**src/rtl/uart_pkg.sv**
```systemverilog
// Shared UART scheduler types, widths and the round-robin search helper.
package uart_pkg;

    localparam int UART_DATA_W = 8;

    typedef enum logic [1:0] {
        SCHED_IDLE  = 2'd0,
        SCHED_SEND  = 2'd1,
        SCHED_STALL = 2'd2
    } sched_state_e;

    // Index of the first set request at or after ptr (wrapping over n entries), -1 if none.
    function automatic int rr_first(input logic [7:0] req, input int ptr, input int n);
        int win;
        int idx;
        win = -1;
        for (int i = 7; i >= 0; i--) begin
            if (i < n) begin
                idx = (ptr + i) % n;
                if (req[idx]) win = idx;
            end
        end
        return win;
    endfunction

endpackage

```
**src/rtl/rr_arbiter.sv**
```systemverilog
// Combinational round-robin arbiter: request vector and start pointer in, one-hot grant out.
module rr_arbiter
    import uart_pkg::*;
#(
    parameter int N     = 4,
    parameter int PTR_W = $clog2(N)
) (
    input  logic [N-1:0]     req,
    input  logic [PTR_W-1:0] ptr,
    output logic [N-1:0]     gnt
);

    int win;

    always_comb begin
        win = rr_first(8'(req), int'(ptr), N);
        gnt = '0;
        for (int i = 0; i < N; i++) gnt[i] = (win == i);
    end

endmodule

```
**src/rtl/uart_tx_sched.sv**
```systemverilog
// Round-robin message scheduler sharing one uart_tx among NUM_REQ requesters.
// Optional stall timeout/abort enabled by defining UART_SCHED_TIMEOUT_EN.
module uart_tx_sched
    import uart_pkg::*;
#(
    parameter int NUM_REQ = 4,
    parameter int DATA_W  = UART_DATA_W,
    parameter int TIMEOUT = 4096
) (
    input  logic                      clk,
    input  logic                      rst,
    input  logic [NUM_REQ-1:0]        req_valid,
    input  logic [NUM_REQ*DATA_W-1:0] req_data,
    input  logic [NUM_REQ-1:0]        req_last,
    output logic [NUM_REQ-1:0]        req_ack,
    output logic [NUM_REQ-1:0]        grant,
    input  logic                      tx_load,
    output logic                      tx_en,
    output logic [DATA_W-1:0]         tx_data,
    output logic                      busy
`ifdef UART_SCHED_TIMEOUT_EN
    ,
    output logic [NUM_REQ-1:0]        timeout_err
`endif
);

    localparam int PTR_W = $clog2(NUM_REQ);

    sched_state_e       state, state_nxt;
    logic [PTR_W-1:0]   rr, win, arb_idx, sel;
    logic [NUM_REQ-1:0] arb_gnt;
    logic [2:0]         sync;
    logic               load_p;
    logic               last_q;
    logic               capture, rel_msg, msg_done;
    logic [DATA_W-1:0]  cap_byte;
    logic               cap_last;

    rr_arbiter #(.N(NUM_REQ), .PTR_W(PTR_W)) u_arb (
        .req (req_valid),
        .ptr (rr),
        .gnt (arb_gnt)
    );

    // tx_load is asynchronous: two sync flops, then sync[2] as the edge-detect history.
    always_ff @(posedge clk) begin
        if (rst) begin
            sync   <= '0;
            load_p <= 1'b0;
        end else begin
            sync   <= {sync[1:0], tx_load};
            load_p <= sync[1] & ~sync[2];
        end
    end

    always_comb begin
        arb_idx = '0;
        for (int i = 0; i < NUM_REQ; i++)
            if (arb_gnt[i]) arb_idx = PTR_W'(i);
    end

    // In IDLE the arbiter picks the source; afterwards only the owner is looked at.
    assign sel = (state == SCHED_IDLE) ? arb_idx : win;

    always_comb begin
        cap_byte = '0;
        for (int i = 0; i < NUM_REQ; i++)
            if (sel == PTR_W'(i)) cap_byte = req_data[i*DATA_W +: DATA_W];
        cap_last = req_last[sel];
    end

`ifdef UART_SCHED_TIMEOUT_EN
    localparam int CNT_W = $clog2(TIMEOUT+1);
    logic [CNT_W-1:0] stall_cnt;
    logic             abort;
`endif

    always_comb begin
        state_nxt = state;
        capture   = 1'b0;
        rel_msg   = 1'b0;
`ifdef UART_SCHED_TIMEOUT_EN
        abort     = 1'b0;
`endif
        tx_en     = (state == SCHED_SEND);
        busy      = (state != SCHED_IDLE);
        case (state)
            SCHED_IDLE: begin
                if (|req_valid) begin
                    capture   = 1'b1;
                    state_nxt = SCHED_SEND;
                end
            end
            SCHED_SEND: begin
                if (load_p) begin
                    if (last_q) begin
                        rel_msg   = 1'b1;
                        state_nxt = SCHED_IDLE;
                    end else if (req_valid[win]) begin
                        capture = 1'b1;
                    end else begin
                        state_nxt = SCHED_STALL;
                    end
                end
            end
            SCHED_STALL: begin
                if (req_valid[win]) begin
                    capture   = 1'b1;
                    state_nxt = SCHED_SEND;
                end
`ifdef UART_SCHED_TIMEOUT_EN
                else if (stall_cnt == CNT_W'(TIMEOUT-1)) begin
                    abort     = 1'b1;
                    state_nxt = SCHED_IDLE;
                end
`endif
            end
            default: state_nxt = SCHED_IDLE;
        endcase
    end

`ifdef UART_SCHED_TIMEOUT_EN
    assign msg_done = rel_msg | abort;
`else
    assign msg_done = rel_msg;
`endif

    always_ff @(posedge clk) begin
        if (rst) begin
            state   <= SCHED_IDLE;
            grant   <= '0;
            win     <= '0;
            rr      <= '0;
            tx_data <= '0;
            last_q  <= 1'b0;
            req_ack <= '0;
        end else begin
            state   <= state_nxt;
            req_ack <= '0;
            if (capture) begin
                tx_data      <= cap_byte;
                last_q       <= cap_last;
                req_ack[sel] <= 1'b1;
                if (state == SCHED_IDLE) begin
                    grant <= arb_gnt;
                    win   <= arb_idx;
                end
            end
            if (msg_done) begin
                grant <= '0;
                rr    <= (win == PTR_W'(NUM_REQ-1)) ? '0 : win + 1'b1;
            end
        end
    end

`ifdef UART_SCHED_TIMEOUT_EN
    always_ff @(posedge clk) begin
        if (rst) begin
            stall_cnt   <= '0;
            timeout_err <= '0;
        end else begin
            stall_cnt   <= (state == SCHED_STALL && state_nxt == SCHED_STALL) ? stall_cnt + 1'b1 : '0;
            timeout_err <= '0;
            if (abort) timeout_err[win] <= 1'b1;
        end
    end
`endif

endmodule
```
**config.mk**
```make
export PLATFORM = sky130hd
export DESIGN_NAME = uart_tx_sched
export DESIGN_NICKNAME = d
export VERILOG_FILES = /design/src/rtl/uart_pkg.sv /design/src/rtl/rr_arbiter.sv /design/src/rtl/uart_tx_sched.sv
export SDC_FILE = /design/constraint.sdc
export NUM_CORES = 1
export LEC_CHECK = 0
export CAP_MARGIN = 10
export CORE_MARGIN = 2
export CORE_UTILIZATION = 46
export CTS_CLUSTER_SIZE = 40
export DETAILED_ROUTE_END_ITERATION = 16
export GPL_ROUTABILITY_DRIVEN = 0
export PLACE_DENSITY = 0.84
export SYNTH_ARGS = -nofsm -noshare
export SYNTH_HDL_FRONTEND = slang
export SYNTH_SLANG_ARGS = --single-unit
export TNS_END_PERCENT = 10
```
**constraint.sdc**
```tcl
create_clock -name clk -period 4.3 [get_ports clk]
set_input_delay 0.645 -clock clk [delete_from_list [all_inputs] [get_ports clk]]
set_output_delay 0.645 -clock clk [all_outputs]
set_load 0.02 [all_outputs]
```
# --- Word level (Yosys, flattened, before mapping) ---
# Cells that the tools add are included.
totals:
  regBits: 27
  elab_cells: 96
  in_bits: 43
classes:
  bitwise_logic: 6
  reduce_logical: 13
  eq_ne: 13
  n_mux: 44
  n_lt_le_gt_ge: 7
  addsub: 4
op_table:
  columns: ["op", "n"]
  rows:
  - ["32-bit two-way mux", 4]
  - ["32-bit by 3-bit equality test with 1-bit output (second input constant)", 2]
  - ["32-bit by 2-bit equality test with 1-bit output (second input constant)", 1]
  - ["32-bit zero test", 1]
  - ["8-bit two-way mux", 4]
  - ["1-bit two-way mux", 18]
  - ["2-bit two-way mux", 9]
  - ["3-bit by 5-bit < comparator with 1-bit output (second input constant)", 3]
  - ["2-bit OR reduction", 5]
  - ["1-bit binary-select mux with 3-bit select", 3]
  - ["2-bit equality test (second input constant)", 4]
  - ["1-bit binary-select mux with 2-bit select", 3]
  - ["2-bit by 3-bit < comparator with 1-bit output (second input constant)", 2]
  - ["2-bit case mux with 3 select lines", 1]
  - ["2-bit by 1-bit adder with 2-bit output (second input constant)", 2]
  - ["2-bit adder (second input constant)", 2]
  - ["2-bit by 1-bit equality test with 1-bit output (second input constant)", 2]
  - ["2-bit zero test", 2]
  - ["2-bit by 4-bit < comparator with 1-bit output (second input constant)", 1]
  - ["2-bit by 1-bit != test with 1-bit output (second input constant)", 2]
  - ["4-bit AND reduction", 1]
  - ["4-bit OR reduction", 1]
  - ["1-bit bitwise AND (first input constant)", 3]
  - ["3-bit != test (second input constant)", 1]
  - ["other kinds (9)", 10]

# --- Longest topological paths before layout ---
# Gate-level depths: netlist (run 1).
logic_depth:
  depth_word: 20
  ltp_mapped: 9

# --- Cells and area by module ---
# From an unflattened synthesis (run 1), not the netlist that was laid out.
hier_totals:
  hier_cells: 164
  hier_area_um2: 1461.4
by_module_without_submodules:
  columns: ["module", "area_per_inst_um2", "cells_each", "n_inst", "seq_area_each_um2"]
  rows:
  - ["uart_tx_sched", 1350.0, 145, 1, 540.5]
  - ["rr_arbiter", 111.4, 19, 1, 0.0]

# --- Worst setup path after synthesis (run 1) ---
# Ideal clock, no wire load.
synth_timing:
  kind: "in2reg"
  from: "input port req_valid[2]"
  to: "register tx_data[1]"
  stages: 7
  path_slack_ps: 2070
  arrival_ps: 2098
  n_path_buf: 1
  path_cell_list: "mux2_1 > a222oi_1 > buf_2 > a21oi_1 > a2111o_1 > o2111ai_1 > a21oi_1"
synth_via:
  elab_chain_cells: 17
synth_rtl:
  columns: ["item", "line", "text"]
  rows:
  - ["from (decl)", "uart_tx_sched.sv:12", "input logic [NUM_REQ-1:0] req_valid,"]
  - ["1-bit binary-select mux with 3-bit select", "uart_pkg.sv:20", "if (req[idx]) win = idx;"]
  - ["1-bit two-way mux (implied by the code) (2 in series)", "uart_pkg.sv:20", null]
  - ["32-bit two-way mux (4 in series)", "uart_pkg.sv:20", null]
  - ["32-bit by 2-bit equality test with 1-bit output", "rr_arbiter.sv:18", "for (int i = 0; i < N; i++) gnt[i] = (win == i);"]
  - ["1-bit two-way mux", "uart_tx_sched.sv:59", "if (arb_gnt[i]) arb_idx = PTR_W'(i);"]
  - ["2-bit two-way mux (2 in series)", "uart_tx_sched.sv:59", null]
  - ["2-bit two-way mux", null, null]
  - ["2-bit zero test", "uart_tx_sched.sv:68", "if (sel == PTR_W'(i)) cap_byte = req_data[i*DATA_W +: DATA_W];"]
  - ["8-bit two-way mux (4 in series)", "uart_tx_sched.sv:68", null]
  - ["to (signal assigned)", "uart_tx_sched.sv:141", "tx_data <= cap_byte;"]
  - ["to (decl)", "uart_tx_sched.sv:19", "output logic [DATA_W-1:0] tx_data,"]
# Parallel ways exist; a longest one is shown, timed or not. The select of a mux whose other input is x is not followed.
# A chain may end at the register's enable or synchronous reset.

# --- Final worst setup path (run 1) ---
layout_timing:
  from: "input port req_valid[2]"
  to: "register tx_data[0]"
# Same word-level chain as after synthesis.

==> results of run 1 <==
[metrics by stage]
stage | cell area, sq um | std cells | total power, W | hold slack [ps]
final | 2158 | 278 | 0.0006030 | 392.5
after global routing | 2158 | 278 | 0.0006415 | 409.5
after CTS | 2158 | 278 | 0.0006059 | 392.8
after detailed placement | 2131 | 274 | 0.0004982 | 373.1
after global placement | 2131 | 274 | 0.0004963 | 372.8
after floorplan | 1518 | 179 | 0.0004113 | 367.4
[cell families after synthesis]
| group | count (synthesis) |
|---|---|
| AOI/OAI and AO/OA | 64 |
| adders and majority gates | 1 |
| buffers and inverters | 20 |
| DFF | 27 |
| muxes | 11 |
| and+or+nand+nor | 56 |
[cell usage in the layout, fill, tap and decap left out, drive strengths merged, types with 5 or more instances in the layout]
cell type      count
clkdlybuf4s50     60
dfxtp             27
a21oi             21
nand2             17
nor2              15
nor2b             10
inv                9
mux2i              7
o21ai              7
a2111o             6
o21bai             6
o2111ai            6
a211oi             5
[registers in the layout, indices dropped and copies added (netlist names)]
name,cells
grant,4
sync,3
state,2
tx_data,8
win,2
load_p,1
rr,2
req_ack,4
last_q,1
[layout make-up]
type | instances | area [sq um]
Sequential cell | 27 | 540.5
Inverter | 9 | 33.78
Clock inverter | 1 | 5.005
Fill cell | 280 | 944.7
Tap cell | 44 | 55.05
Multi-Input combinational cell | 132 | 885.9
Timing Repair Buffer | 62 | 615.6
Clock buffer | 3 | 22.52
[power by group through the flow]
stage	Combinational [W]	Clock, W	Sequential (W)
after CTS	0.000212	0.000111	0.000283
after global placement	0.000208	0	0.000288
after floorplan	0.000110	0	0.000301
after detailed placement	0.000209	0	0.000289
after global routing	0.000228	0.000127	0.000286
final	0.000211	0.000108	0.000283
[metal layers]
layer	vias to the layer above	global-route usage (%)	share of wire, %
li1	769	-	-
met1	656	31.11	48
met5	-	0	0
met3	8	4.202	5.0
met4	0	6.383	1.8
met2	52	34.50	45
[final timing paths]
| kind | startpoint | endpoint | slack [ps] |
|---|---|---|---|
| worst min register to register | sync[2]$_SDFF_PP0_ | load_p$_SDFF_PP0_ | 390 |
| worst min-delay path | sync[2]$_SDFF_PP0_ | load_p$_SDFF_PP0_ | 390 |
| worst max register to register | state[0]$_SDFFE_PP0P_ | last_q$_SDFFE_PP0P_ | 1920 |
| worst max-delay path | req_valid[2] | tx_data[0]$_SDFFE_PP0P_ | 1600 |
==> run_results.csv, run 1 <==
group,metric,value,unit
power_and_ir_drop,power_leakage,0.8554,nW
critical_path,path_buf_inv,2,
detailed_routing,drc,0,
power_and_ir_drop,ir_worst_vdd,148.1,uV
timing,finalCriticalPeriod,2701,ps
placed_design,dp_slack,1314,ps
synth,synth_compound_area_share,32.07,%
detailed_routing,ant_nets,0,
global_route,grt_overflow_total,0,
critical_path,max_stage_delay,490,ps
timing,slew_viol_final,0,
timing,fin_setup_tns,0,ps
timing,worst_pin_slew,856.6,ps
synth,seq_area_frac_synth,35.61,%
critical_path,slowest_stage,"clkdlybuf4s50_1",
critical_path,crit_path_start_kind,"primary input",
synth,synthSimpleGateAreaFrac,17.89,%
power_and_ir_drop,p_sw_share,31.49,%
synth,yosysTopAreaCellShare,35.61,%
floorplan,fp-row-count,20,
floorplan,ios,61,
global_route,grt_pass1_vias,1394,
floorplan,core,3103,sq um
clocking,cts_hold_buf,0,
synth,synth_fa_ha_area_share,0.8244,%
critical_path,cp-end-kind,"flop",
worst_hold_path,hold_depth,1,
synth,synth_cell_types,43,
critical_path,arrival,2940,ps
timing,setup_slack,1599,ps
global_route,grt_max_degree,24,
synth,synthCells,179,
synth,syn_area,1518,sq um
clocking,cts_setup_buffers,0,
synth,synth-xor-area-share,0,%
synth,async_reset_ff_share,0,%
timing,clock_skew,3.474,ps
power_and_ir_drop,seqPwrFrac,47.0,%
clocking,cts_resized,0,
power_and_ir_drop,p_int,0.0004131,W
synth,ys.flop_type,"dfxtp_1",
run,maxCapViolations,0,
timing,final-setup-viol-count,0,
synth,yosys-top-cells-count,"27 x dfxtp_1, 20 x a21oi_1, 17 x nand2_1",
finish,area_growth,42.21,%
synth,synth_seq_cells,27,
power_and_ir_drop,switchingPower,0.0001899,W
detailed_routing,dr.pass1.iters,4,
synth,synth_warnings,0,
critical_path,crit_chain,"clkdlybuf4s50_1 > mux2_1 > a222oi_1 > buf_4 > a21bo_1 > mux2i_1 > mux2_2 > a211oi_2",
timing,period_share,62.81,%
global_route,grt_usage,22.08,%
detailed_routing,num_vias,1485,
finish,fin_util,69.56,%
critical_path,path_class,"in2reg",
timing,slew_headroom,42.72,%
finish,drive_gt1_share,8.547,%
timing,fmax,0.3702,GHz
synth,yosysTopAreaCell,"dfxtp_1",
detailed_routing,drt_wl_total,3.872,mm
placed_design,portBuffers,60,
synth,synth-edff-count,0,
floorplan,die-height,61.44,um
critical_path,cp.required,4540,ps
critical_path,cp_num_cells,8,
clocking,clk_pin_slew_worst_paths,140,ps
synth,netlist_top_cells_area,"dfxtp_1 36%, a21oi_1 6.6%, mux2i_1 4.6%, a2111o_1 4.5%, nand2_1 4.2%",
synth,synth_most_common_cell,"dfxtp_1",
clocking,cts_tree,"done",
synth,synth_top_family_by_area,"compound AO/OA/AOI/OAI gates",
critical_path,worst_r2r_path_depth,7,
clocking,cts_buffers,3,
worst_hold_path,hold_path.class,"reg2reg",
clocking,ctsRootBufferMaster,"clkbuf_4",
synth,syn-num-nets,223,
detailed_routing,wl_per_cell,13.93,um
power_and_ir_drop,clockPowerShare,18.0,%
detailed_routing,vias_per_cell,5.342,
clocking,clock_sinks,27,
timing,hold_viol,0,
finish,diodes,0,
floorplan,die_x,61.44,um
clocking,clock_path_buffers,2,
power_and_ir_drop,power_frac_comb,35.0,%
synth,muxShareOfSynthArea,7.585,%
global_route,antenna_found_initial,0,
timing,grt_setup_unrepaired,"no",
clocking,htreeDepth,1,
placed_design,hpwl,2.912,mm
power_and_ir_drop,power_density,279.4,nW/um^2
critical_path,cp_top_family,"compound AO/OA/AOI/OAI gates",
floorplan,dieArea,3775,sq um
critical_path,path_max_fanout,12,
status,outcome,"completed",
floorplan,initial_utilization,48.91,%
clocking,clkLatencyLatePin,320,ps
detailed_routing,drt-initial-drc-count,95,
synth,syn_avg_cell_area,8.479,sq um
finish,nNetsFinal,279,
global_route,grt_pass1_wl,6.361,mm
(Power assumes the default switching activity.)
==> run 2, diff against run 1 <==
CORE_UTILIZATION = 39   (was 46)
PLACE_DENSITY = 0.76   (was 0.84)
clock period = 2.2 ns   (was 4.3 ns; I/O delays follow)
==> run_results.csv, run 2 (synthesis gave the netlist of run 1 again) <==
group,metric,value,unit
status,outcome,"completed",
power_and_ir_drop,power_leakage,1.060,nW
clocking,htreeDepth,1,
clocking,clk_pin_slew_worst_paths,100,ps
detailed_routing,vias_per_cell,5.132,
critical_path,crit_chain,"clkdlybuf4s50_1 > a21bo_2 > a222oi_1 > buf_4 > a21bo_1 > buf_12 > mux2i_1 > mux2_2 > a211oi_2",
floorplan,ios,61,
floorplan,die-height,66.38,um
finish,register_area,540.5,sq um
detailed_routing,ant_nets,0,
timing,grt_setup_unrepaired,"no",
critical_path,path_class,"in2reg",
critical_path,cp.required,2410,ps
timing,slew_viol_final,0,
clocking,cts_tree,"done",
global_route,antenna_found_initial,0,
finish,final_cell_mix,"58 x clkdlybuf4s50_1, 36 x buf_4, 27 x dfxtp_1",
clocking,clkLatencyLatePin,280,ps
finish,area_growth,63.48,%
floorplan,fp-row-count,22,
power_and_ir_drop,power_density,544.4,nW/um^2
timing,hold_viol,0,
placed_design,portBuffers,60,
critical_path,max_stage_delay,480,ps
clocking,cts_buffers,3,
clocking,clock_path_buffers,2,
timing,final-setup-viol-count,0,
global_route,grt_max_degree,18,
detailed_routing,drt-initial-drc-count,99,
finish,diodes,0,
finish,multiInputGateArea,900.9,sq um
critical_path,crit_path_start_kind,"primary input",
detailed_routing,num_vias,1627,
timing,slew_headroom,73.52,%
finish,fin_util,67.27,%
detailed_routing,wl_per_cell,13.59,um
floorplan,initial_utilization,41.15,%
timing,finalCriticalPeriod,2136,ps
timing,worst_pin_slew,396.0,ps
placed_design,hpwl,3.431,mm
power_and_ir_drop,ir_worst_vdd,388.8,uV
detailed_routing,drc,0,
finish,regMostFlops,"tx_data",
global_route,grt_pass1_vias,1587,
finish,largest_reg_flops,8,
global_route,grt_overflow_total,0,
clocking,ctsRootBufferMaster,"clkbuf_8",
global_route,grt_pass1_wl,7.300,mm
run,maxCapViolations,0,
critical_path,arrival,2350,ps
critical_path,r2r_slack,100,ps
detailed_routing,drt_wl_total,4.309,mm
finish,nNetsFinal,314,
critical_path,cp-end-kind,"flop",
floorplan,die_x,66.38,um
timing,finalHoldWorstSlack,389.1,ps
worst_hold_path,hold_path.class,"reg2reg",
finish,layout_commonest_cell,"clkdlybuf4s50_1",
floorplan,dieArea,4406,sq um
critical_path,slowest_stage,"clkdlybuf4s50_1",
timing,period_share,97.11,%
finish,drive_gt1_share,20.82,%
timing,fmax,0.4681,GHz
critical_path,path_max_fanout,10,
timing,clock_skew,1.126,ps
clocking,clock_sinks,27,
detailed_routing,dr.pass1.iters,4,
floorplan,core,3689,sq um
finish,reg_top3,"tx_data x8, grant x4, req_ack x4",
finish,design_area,2481,sq um
finish,nFillCells,323,
placed_design,placed_area,2404,sq um
global_route,grt_usage,21.43,%
run 2: final timing paths:
check / startpoint / end / depth (start not counted)
worst max-delay path: req_valid[1] / tx_data[0]$_SDFFE_PP0P_ / 9
worst min-delay path: sync[2]$_SDFF_PP0_ / load_p$_SDFF_PP0_ / 1
worst min register to register: sync[2]$_SDFF_PP0_ / load_p$_SDFF_PP0_ / 1
worst max register to register: rr[1]$_SDFFE_PP0P_ / tx_data[0]$_SDFFE_PP0P_ / 8
run 2: per-layer routing:
metal	GRT usage [%]	up-vias	part of all wire, %
li1	-	840	-
met1	27.00	732	46
met2	37.38	49	47
met3	4.600	6	5.6
met4	4.337	0	0.95
met5	0	-	0
run 2: layout make-up:
cell class                 instances  share of cell area, %
clock buffer                       3                  1.664
sequential                        27                  21.79
timing repair buffer              97                  36.11
tap                               48                  2.421
clock inverter                     1                 0.3530
multi-input combinational        132                  36.31
inverter                           9                  1.362
run 2: where the power goes:
| group | internal (W) | switching (W) | leakage, nW | total, W |
|---|---|---|---|---|
| Combinational | 0.000273 | 0.000222 | 0.813 | 0.000495 |
| Sequential | 0.000526 | 0.0000221 | 0.221 | 0.000548 |
| Clock | 0.000133 | 0.000175 | 0.0261 | 0.000308 |
run 2: metrics by stage:
stage	std cells	total power, W	TNS, ps	setup WS, ps
2_1_floorplan	179	0.0008039	0	157.8
3_5_place_dp	312	0.001049	-2068	-255.4
3_3_place_gp	312	0.001043	-1705	-197.4
6_report	317	0.001351	0	63.51
5_1_grt	317	0.001426	0	4.728
4_1_cts	316	0.001357	0	26.07
run 2: repair_timing:
action                     4_1_cts  5_1_grt
hold buffers                     0        0
buffers inserted                 0        1
setup endpoints to repair        0        4
resized for setup                0        4
run 2: critical path: cells and delay by family:
kind / cells / cell delay [ps]
AO/OA/AOI/OAI: 4 / 850
buffers and inverters: 3 / 820
multiplexers: 2 / 340
